--- src/rtl/ifid_skid_reg.sv ---
`default_nettype none
// ============================================================================
// Module      : ifid_skid_reg
// Description : IF/ID boundary; two-entry skid buffer with flush and NOP fill.
// Revision    : 1.0 - initial release
// ============================================================================
module ifid_skid_reg #(
    parameter int          XLEN     = 32,
    parameter logic [31:0] NOP_INST = 32'h00000013,
    parameter logic [31:0] RESET_PC = 32'h00000000
) (
    input  logic            clk,
    input  logic            rst,
    input  logic            if_valid,
    input  logic [XLEN-1:0] if_pc,
    input  logic [XLEN-1:0] if_inst,
    output logic            if_ready,
    output logic            id_valid,
    output logic [XLEN-1:0] id_pc,
    output logic [XLEN-1:0] id_pc4,
    output logic [XLEN-1:0] id_inst,
    input  logic            id_ready,
    input  logic            flush,
    output logic [1:0]      occ
);

    localparam logic [XLEN-1:0] c_nop     = XLEN'(NOP_INST);
    localparam logic [XLEN-1:0] c_rst_pc  = XLEN'(RESET_PC);
    localparam logic [XLEN-1:0] c_pc_step = XLEN'(4);

    typedef enum logic [1:0] {
        ST_EMPTY = 2'd0,
        ST_BUSY  = 2'd1,
        ST_FULL  = 2'd2
    } state_t;

    state_t          r_state;
    logic [XLEN-1:0] r_main_pc;
    logic [XLEN-1:0] r_main_inst;
    logic [XLEN-1:0] r_skid_pc;
    logic [XLEN-1:0] r_skid_inst;

    logic w_main_valid;
    logic w_in_fire;
    logic w_out_fire;

    // Every output is a function of registered state only, so id_ready never
    // reaches if_ready combinationally.
    assign w_main_valid = (r_state != ST_EMPTY);
    assign if_ready     = (r_state != ST_FULL);
    assign w_in_fire    = if_valid & if_ready;
    assign w_out_fire   = w_main_valid & id_ready;

    assign id_valid = w_main_valid;
    assign id_pc    = r_main_pc;
    assign id_pc4   = r_main_pc + c_pc_step;
    assign id_inst  = w_main_valid ? r_main_inst : c_nop;
    assign occ      = r_state;

    always_ff @(posedge clk) begin
        if (rst) begin
            r_state     <= ST_EMPTY;
            r_main_pc   <= c_rst_pc;
            r_main_inst <= c_nop;
            r_skid_pc   <= c_rst_pc;
            r_skid_inst <= c_nop;
        end else if (flush) begin
            // Any instruction offered this cycle is dropped with the rest.
            r_state     <= ST_EMPTY;
            r_main_pc   <= c_rst_pc;
            r_main_inst <= c_nop;
        end else begin
            case (r_state)
                ST_EMPTY: begin
                    if (w_in_fire) begin
                        r_main_pc   <= if_pc;
                        r_main_inst <= if_inst;
                        r_state     <= ST_BUSY;
                    end
                end
                ST_BUSY: begin
                    if (w_in_fire && w_out_fire) begin
                        r_main_pc   <= if_pc;
                        r_main_inst <= if_inst;
                    end else if (w_in_fire) begin
                        r_skid_pc   <= if_pc;
                        r_skid_inst <= if_inst;
                        r_state     <= ST_FULL;
                    end else if (w_out_fire) begin
                        r_state     <= ST_EMPTY;
                    end
                end
                ST_FULL: begin
                    if (w_out_fire) begin
                        r_main_pc   <= r_skid_pc;
                        r_main_inst <= r_skid_inst;
                        r_state     <= ST_BUSY;
                    end
                end
                default: begin
                    r_state <= ST_EMPTY;
                end
            endcase
        end
    end

endmodule
`default_nettype wire
--- config.mk ---
export PLATFORM = sky130hd
export DESIGN_NAME = ifid_skid_reg
export DESIGN_NICKNAME = d
export VERILOG_FILES = /design/src/rtl/ifid_skid_reg.sv
export SDC_FILE = /design/constraint.sdc
export NUM_CORES = 1
export LEC_CHECK = 0
export BUFFER_PORTS_ARGS = -buffer_cell sky130_fd_sc_hd__buf_2
export CORE_MARGIN = 2
export CORE_UTILIZATION = 28
export CTS_CLUSTER_DIAMETER = 200
export DETAILED_ROUTE_END_ITERATION = 12
export SYNTH_ARGS = -nofsm -noshare
export SYNTH_HDL_FRONTEND = slang
export SYNTH_SLANG_ARGS = --single-unit
--- constraint.sdc ---
create_clock -name clk -period 4.25 [get_ports clk]
set_input_delay 0 -clock clk [delete_from_list [all_inputs] [get_ports clk]]
set_output_delay 0 -clock clk [all_outputs]
set_load 0.005 [all_outputs]
* After elaboration in Yosys (flattened, before gate mapping)
Index checks and enable logic that the tools add are counted.
** Operators by class
- Add/sub/neg operators :: 1
- Eq/ne operators :: 8
- Multiplexer cells :: 15
- Bitwise operators :: 4
- Reductions and logical operators :: 8
** Operators with widths (count)
- $mux W32 :: 7
- $pmux W32 S3 :: 2
- $add A32 B3 Y32 const B :: 1
- $reduce_and A4 Y1 :: 3
- $mux W2 :: 5
- $ne A2 B2 Y1 const B :: 5
- $pmux W2 S3 :: 1
- $ne A3 B3 Y1 const B :: 1
- $reduce_bool A3 Y1 :: 1
- $and A1 B1 Y1 :: 2
- $eq A2 B1 Y1 const B :: 1
- $eq A2 B2 Y1 const B :: 1
- $logic_not A2 Y1 :: 1
- $not A1 Y1 :: 2
- $reduce_bool A2 Y1 :: 1
- $reduce_or A2 Y1 :: 1
- $logic_and A1 B1 Y1 :: 1
** Storage, ports and cells
- Bits in registers :: 130
- Output and inout bits :: 100

* Logic depth before layout (Yosys ltp)
Gate-level depths: netlist (run 1).
- Depth in word-level cells :: 6
- Gate-level depth with buffers :: 6

* Worst setup path before layout (run 1)
OpenSTA, ideal clock, no wires.
- Kind :: reg2out
- Start :: register r_main_pc[2] (netlist: id_pc[2])
- End :: output port id_pc4[30]
- Arrival :: 1.486 ns
- Required time :: 4.250 ns
- Setup slack :: 2.764 ns
- Stages on the path, launching flop included :: 7
- Path buffers :: 1
- Path through :: dfxtp_1 ha_1 nand3_1 or2_1 buf_2 nor4_2 xor2_1
** Between the ends
- Longest elaborated chain between the ends :: 1
** RTL lines
- start, declared :: line 38 : logic [XLEN-1:0] r_main_pc;
- start signal, assigned :: line 63 : r_main_pc <= c_rst_pc;
- start signal, assigned :: line 70 : r_main_pc <= c_rst_pc;
- start signal, assigned :: line 76 : r_main_pc <= if_pc;
- $add A32 B3 Y32 :: line 56 : assign id_pc4 = r_main_pc + c_pc_step;
- end, declared :: line 20 : output logic [XLEN-1:0] id_pc4,
Every way passes these cells.

* Worst setup path in the final report (run 1)
- Start :: register r_state[0] (netlist: occ[0])
- End :: register r_state[1] (netlist: occ[1])
** Between the ends
- Longest elaborated chain between the ends :: 5
** RTL lines
- start, declared :: line 37 : state_t r_state;
- start signal, assigned :: line 62 : r_state <= ST_EMPTY;
- start signal, assigned :: line 69 : r_state <= ST_EMPTY;
- start signal, assigned :: line 78 : r_state <= ST_BUSY;
- $ne A2 B2 Y1 or $reduce_bool A2 Y1 (tied branches) :: line 50, 49
- $and A1 B1 Y1 (on tied branches) :: line 51, 52
- $mux W2 or $logic_and A1 B1 Y1 (tied branches) :: line 85, 82
- $mux W2 or $ne A2 B2 Y1 (tied branches)
- $pmux W2 S3 or $reduce_and A4 Y1 (tied branches)
Parallel ways exist; a longest one is shown, timed or not. The select of a mux whose other input is x is not followed.
A chain may end at the register's enable or synchronous reset.

==> results of run 1 <==
==> per-layer routing <==
layer	track usage	share of wire	wire (um)
met1	0.196	0.49	8100
met2	0.240	0.45	7390
met3	0.0339	0.053	878
met4	0.0387	0.010	170
met5	0	0	0
==> kinds of logic (layout without fill, tap and decap cells) <==
kind of cell / count (synthesis) / after routing / share of synthesized area
AOI/OAI and AO/OA: 129 / 129 / 0.147
and+or+nand+nor: 418 / 418 / 0.306
other: 0 / 2 / 0
buffers and inverters: 69 / 285 / 0.0686
DFF: 130 / 130 / 0.434
muxes: 1 / 1 / 0.00167
adders and majority gates: 1 / 1 / 0.00209
xor gates and xnor gates: 28 / 28 / 0.0409
==> worst max path at each step <==
stage,start,to,slack [ps],depth (start not counted)
6_report,occ[0]$_SDFFE_PP0P_,occ[1]$_SDFFE_PP0P_,1890,5
5_1_grt,occ[0]$_SDFFE_PP0P_,occ[1]$_SDFFE_PP0P_,1730,5
4_1_cts,occ[0]$_SDFFE_PP0P_,occ[1]$_SDFFE_PP0P_,1890,5
3_5_place_dp,rst,id_pc[15]$_SDFFE_PP0P_,2060,5
3_3_place_gp,rst,id_pc[20]$_SDFFE_PP0P_,2090,5
2_1_floorplan,id_pc[2]$_SDFFE_PP0P_,id_pc4[30],2760,6
==> cell type report <==
| cell class | instances | area (um2) | share of cell area |
|---|---|---|---|
| Antenna cell | 2 | 5.00 | 0.000613 |
| Clock buffer | 24 | 492 | 0.0603 |
| Clock inverter | 8 | 77.6 | 0.00951 |
| Inverter | 6 | 22.5 | 0.00276 |
| Multi-Input combinational cell | 577 | 3010 | 0.368 |
| Sequential cell | 130 | 2600 | 0.319 |
| Tap cell | 275 | 344 | 0.0422 |
| Timing Repair Buffer | 247 | 1610 | 0.197 |
==> metrics by stage <==
step                instances  utilization  cell area [um2]
detailed placement       1165        0.327             6880
CTS                      1267        0.388             8150
global route             1268        0.388             8160
global placement         1165        0.327             6880
floorplan                 776            -             6000
finish                   1269        0.388             8160
==> worst register-to-register path, cell delays in order, from the launching register on <==
cell and delay (ps):
dfxtp_1 510, nor2b_4 70, inv_2 400, buf_4 510, a211oi_1 150, dlygate4sd3_1 610
==> state kept, by name, summed over array words and instances (netlist names) <==
signal,flops
id_pc,32
r_main_inst,32
r_skid_inst,32
r_skid_pc,32
occ,2
==> cell usage in the layout, fill, tap and decap left out, drive strengths merged <==
master / n
xnor2: 18
nand2: 267
nand3: 11
mux2i: 1
nand2b: 2
or2: 5
bufinv: 1
inv: 6
o21ai: 4
a211oi: 1
and2: 1
a311oi: 61
or3: 1
nand4: 4
a21oi: 62
nor2: 70
nor2b: 31
and3: 7
diode: 2
nor4: 5
o21a: 1
buf: 177
dfxtp: 130
nor3: 3
clkinvlp: 2
clkbuf: 24
nand3b: 5
clkinv: 5
dlygate4sd3: 70
and4: 6
xor2: 10
ha: 1
==> report_power, final <==
part	total, uW	internal (uW)	switching (uW)
clock	1390	866	528
combinational	277	136	141
sequential	1290	1250	32.4
==> what timing repair did <==
item / CTS / global route
hold buffers: 70 / 0
endpoints found under the hold margin: 130 / 0
setup buffers: 0 / 0
==> impl_metrics.toml, run 1 <==
[grt]
grt_usage = 0.147
grt_max_degree = 87
grt_pass1_wl_mm = 26.7
grt_pass1_vias = 5348
antenna_found_initial = 2
grt-ovfl-total = 0

[finish]
finalNetCount = 1049
synthToLayoutAreaGrowth_pct = 36.0
drive_gt1_frac = 0.224
fillers = 2210

[setup_path]
cp_top_family = "buffers and inverters"
rrSetupSlack_ps = 1890
timing.rr.end = "occ[1]$_SDFFE_PP0P_"
required_ps = 4550
critical_path_class = "flip-flop to flip-flop"
max_stage_delay_ps = 610
crit_buf_inv = 3
arrival_ps = 2660
rr_worst_depth = 5
endpoint_kind = "flip-flop"
cp_slowest_cell = "dlygate4sd3_1"
crit_chain = "nor2b_4, inv_2, buf_4, a211oi_1, dlygate4sd3_1"
start_kind = "flip-flop"
reg2reg_from = "occ[0]$_SDFFE_PP0P_"
cp_max_fo = 41

[job]
max_cap_violations = 0

[routing]
num_vias = 5822
wl_per_cell_um = 13.0
first_pass_iters = 6
viasPerCell = 4.59
dr.first_iter.drc_count = 286
drc = 0
postRouteAntennaNets = 0
drt-total-wl_mm = 16.5

[clock_network]
clk_pin_slew_ps = 60
cts_resized = 0
cts_inserted_buffers = 17
clock_latency_ps = 410
cts_root_buf = "clkbuf_16"
cts_tree = "done"
cts-htree-levels = 4
cts.sinks = 130
clk_path_buf_depth = 2

[synthesis]
ys_ff_latch = 130
synthTopCellsByCount = "nand2_1, dfxtp_1, nor2_1"
post_synth_inst_count = 776
ys.flop_type = "dfxtp_1"
syn_area_um2 = 6000
syn_avg_cell_area_um2 = 7.73
synth.distinct_cells = 38
synth_most_common_cell = "nand2_1"
synth_nets = 846
yosysTopAreaCell = "dfxtp_1"
synth_warnings = 0
synth_edf_count = 0
yosysSeqAreaShare = 0.434
synth.area.top_cells = "dfxtp_1, nand2_1, a311oi_1, a21oi_1, nor2_1"
synth_top_area_share = 0.434
async_flop_share = 0

[sta]
tns_ps = 0
whs_ps = 57.5
slew_headroom = 0.433
worst_slack_ps = 1890
final.min_clock_period_ps = 2360
worstMarginPinSlew_ps = 850
rsz0062_at_grt = "no"
setup_viol = 0
timing.fmax_mhz = 423
fin_skew_ps = 18.8
drv_slew = 0
fin_crit_sh = 0.556
hold_viol_final = 0

[placement]
portBuffers = 168
finalWeightedCongestion = 0.742
hpwlAfterDp_mm = 10.5
dp_slack_ps = 2060

[min_path]
hold_start = "if_valid"
worstHoldPathType = "input pin to flip-flop"
min_to = "occ[0]$_SDFFE_PP0P_"
min_path_cells = 4

[floorplan]
initial_core_util = 0.285
die-area_um2 = 22600
core_um2 = 21000
die_h_um = 150
pin_count = 169
die_w_um = 150
row_count = 53

[power_and_ir_drop]
power_uw = 2960
p_leak_uw = 0.00339
ir_drop_uv = 240
powerDensity_nw_per_um2 = 363

[status]
status = "finished clean"
Note: power is estimated with default switching activity, not from simulation.
==> run 2, diff against run 1 <==
==> constraint.sdc (replaced) <==
create_clock -name clk -period 2 [get_ports clk]
set_input_delay 0 -clock clk [delete_from_list [all_inputs] [get_ports clk]]
set_output_delay 0 -clock clk [all_outputs]
set_load 0.005 [all_outputs]
==> run 2 against run 1 <==
Net effect:
- die area unchanged
- routed wire length increased by 3.3%
- register-to-register slack got worse by 1700 ps
- global-route usage increased by 0.73 points
- flip-flop and latch count unchanged
- non-clock buffer count increased by 6
- core utilization increased by 0.94 points
- final cell count increased by 0.39%
- worst setup slack got worse by 1700 ps
- clock skew decreased by 8.2 ps
- largest cell class unchanged
- largest power group unchanged
- highest routed layer is now met5
==> impl_metrics.toml, run 2 (synthesis results as in run 1) <==
[routing]
viasPerCell = 4.59
wl_per_cell_um = 13.4
first_pass_iters = 5
num_vias = 5851
postRouteAntennaNets = 0
drc = 0
drt-total-wl_mm = 17.1
dr.first_iter.drc_count = 248

[placement]
hpwlAfterDp_mm = 10.9
finalWeightedCongestion = 0.751
portBuffers = 168

[grt]
grt_use_met2 = 0.254
grt-ovfl-total = 0
grt_pass1_vias = 5413
grt_max_degree = 79
grt_usage = 0.154
met3_usage = 0.0415
antenna_found_initial = 2
grt_pass1_wl_mm = 27.7
grt_busiest_layer = "met2"
grtUsageMet1 = 0.201

[floorplan]
die_w_um = 150
die-area_um2 = 22600
core_um2 = 21000
pin_count = 169
die_h_um = 150
initial_core_util = 0.285
row_count = 53

[sta]
timing.fmax_mhz = 538
drv_slew = 0
setup_viol = 0
hold_viol_final = 0
tns_ps = 0
worstMarginPinSlew_ps = 757
rsz0062_at_grt = "no"
fin_crit_sh = 0.930
final.min_clock_period_ps = 1860
fin_skew_ps = 10.6
slew_headroom = 0.495

[clock_network]
cts.sinks = 130
clock_latency_ps = 410
cts_inserted_buffers = 17
cts_root_buf = "clkbuf_16"
cts_tree = "done"
clk_pin_slew_ps = 60
cts-htree-levels = 4
clk_path_buf_depth = 2

[power_and_ir_drop]
netSwitchingPower_uw = 1500
powerDensity_nw_per_um2 = 759
sw_frac_of_total = 0.236
share_seq_of_total_power = 0.431
power_uw = 6340
clockPowerShare = 0.472
intPower_uw = 4840
p_leak_uw = 0.00346
ir_drop_uv = 550
p_comb_frac = 0.097

[setup_path]
crit_chain = "and4_1, nand3_1, nor4_2, xor2_1, buf_2"
max_stage_delay_ps = 420
rrSetupSlack_ps = 220
cp-startpoint = "id_pc[13]$_SDFFE_PP0P_"
arrival_ps = 1860
endpoint_kind = "output port"
cp_top_family = "simple AND/OR/NAND/NOR gates"
required_ps = 2000
cp_slowest_cell = "dfxtp_1"
reg2reg_from = "occ[0]$_SDFFE_PP0P_"
critical_path_class = "flip-flop to output port"
start_kind = "flip-flop"
crit_buf_inv = 1
cp_max_fo = 5

[min_path]
hold_start = "if_valid"
worstHoldPathType = "input pin to flip-flop"

[finish]
synthToLayoutAreaGrowth_pct = 39.3
layout_common_cells = "nand2_1, buf_2, dfxtp_1, nor2_1, dlygate4sd3_1"
fillers = 2176
finalNetCount = 1055
final_common_cell = "nand2_1"
drive_gt1_frac = 0.255

[status]
status = "finished clean"

[job]
max_cap_violations = 0
[run 2: tightest hold or removal path: cells and delay by family]
family	cells	cell delay, ps
buf+inv	1	140
simple gates	1	80
mux	1	80
compound gates	1	120
[run 2: worst paths after layout]
| kind | cells past startpoint | endpoint |
|---|---|---|
| worst max-delay path | 5 | id_pc4[30] |
| worst min-delay path | 4 | occ[0]$_SDFFE_PP0P_ |
| worst max register to register | 5 | r_skid_inst[9]$_SDFFE_PP0P_ |
| worst min register to register | 2 | r_skid_pc[11]$_SDFFE_PP0P_ |
[run 2: power groups by stage]
stage	sequential (uW)	combinational [uW]	clock, uW
after floorplan	2770	295	0
after global placement	2790	510	0
after detailed placement	2790	515	0
after CTS	2730	618	3090
after global routing	2750	694	3210
final	2740	613	2990
[run 2: cell type report]
class / instances / area, um2 / area share
Inverter: 6 / 22.5 / 0.00270
Tap cell: 275 / 344 / 0.0412
Sequential cell: 130 / 2620 / 0.314
Clock inverter: 8 / 76.3 / 0.00913
Antenna cell: 1 / 2.50 / 0.000299
Timing Repair Buffer: 253 / 1730 / 0.206
Clock buffer: 24 / 502 / 0.0600
Multi-Input combinational cell: 577 / 3060 / 0.366
[run 2: through the flow]
step                hold slack, ps  setup WS, ps  std cells  cell area [um2]   util
CTS                           19.5          21.2       1273             8310  0.395
detailed placement             239           233       1172             7010  0.333
finish                        43.9           140       1274             8360  0.397
global route                  78.3          1.77       1273             8350  0.397
floorplan                     72.8           514        776             6000      -
global placement               243           280       1172             7010  0.333
[run 2: repair_timing]
action	4_1_cts	5_1_grt
endpoints found under the hold margin	130	0
gates resized for setup	10	21
hold buffers	67	0
setup buffers	2	0
pin swaps	1	2
setup endpoints to repair	16	15
[run 2: routing by layer]
metal,vias to the layer above,wire length [um]
met4,2,110
met2,157,7830
met5,-,13
li1,3027,-
met1,2656,8120
met3,9,1000
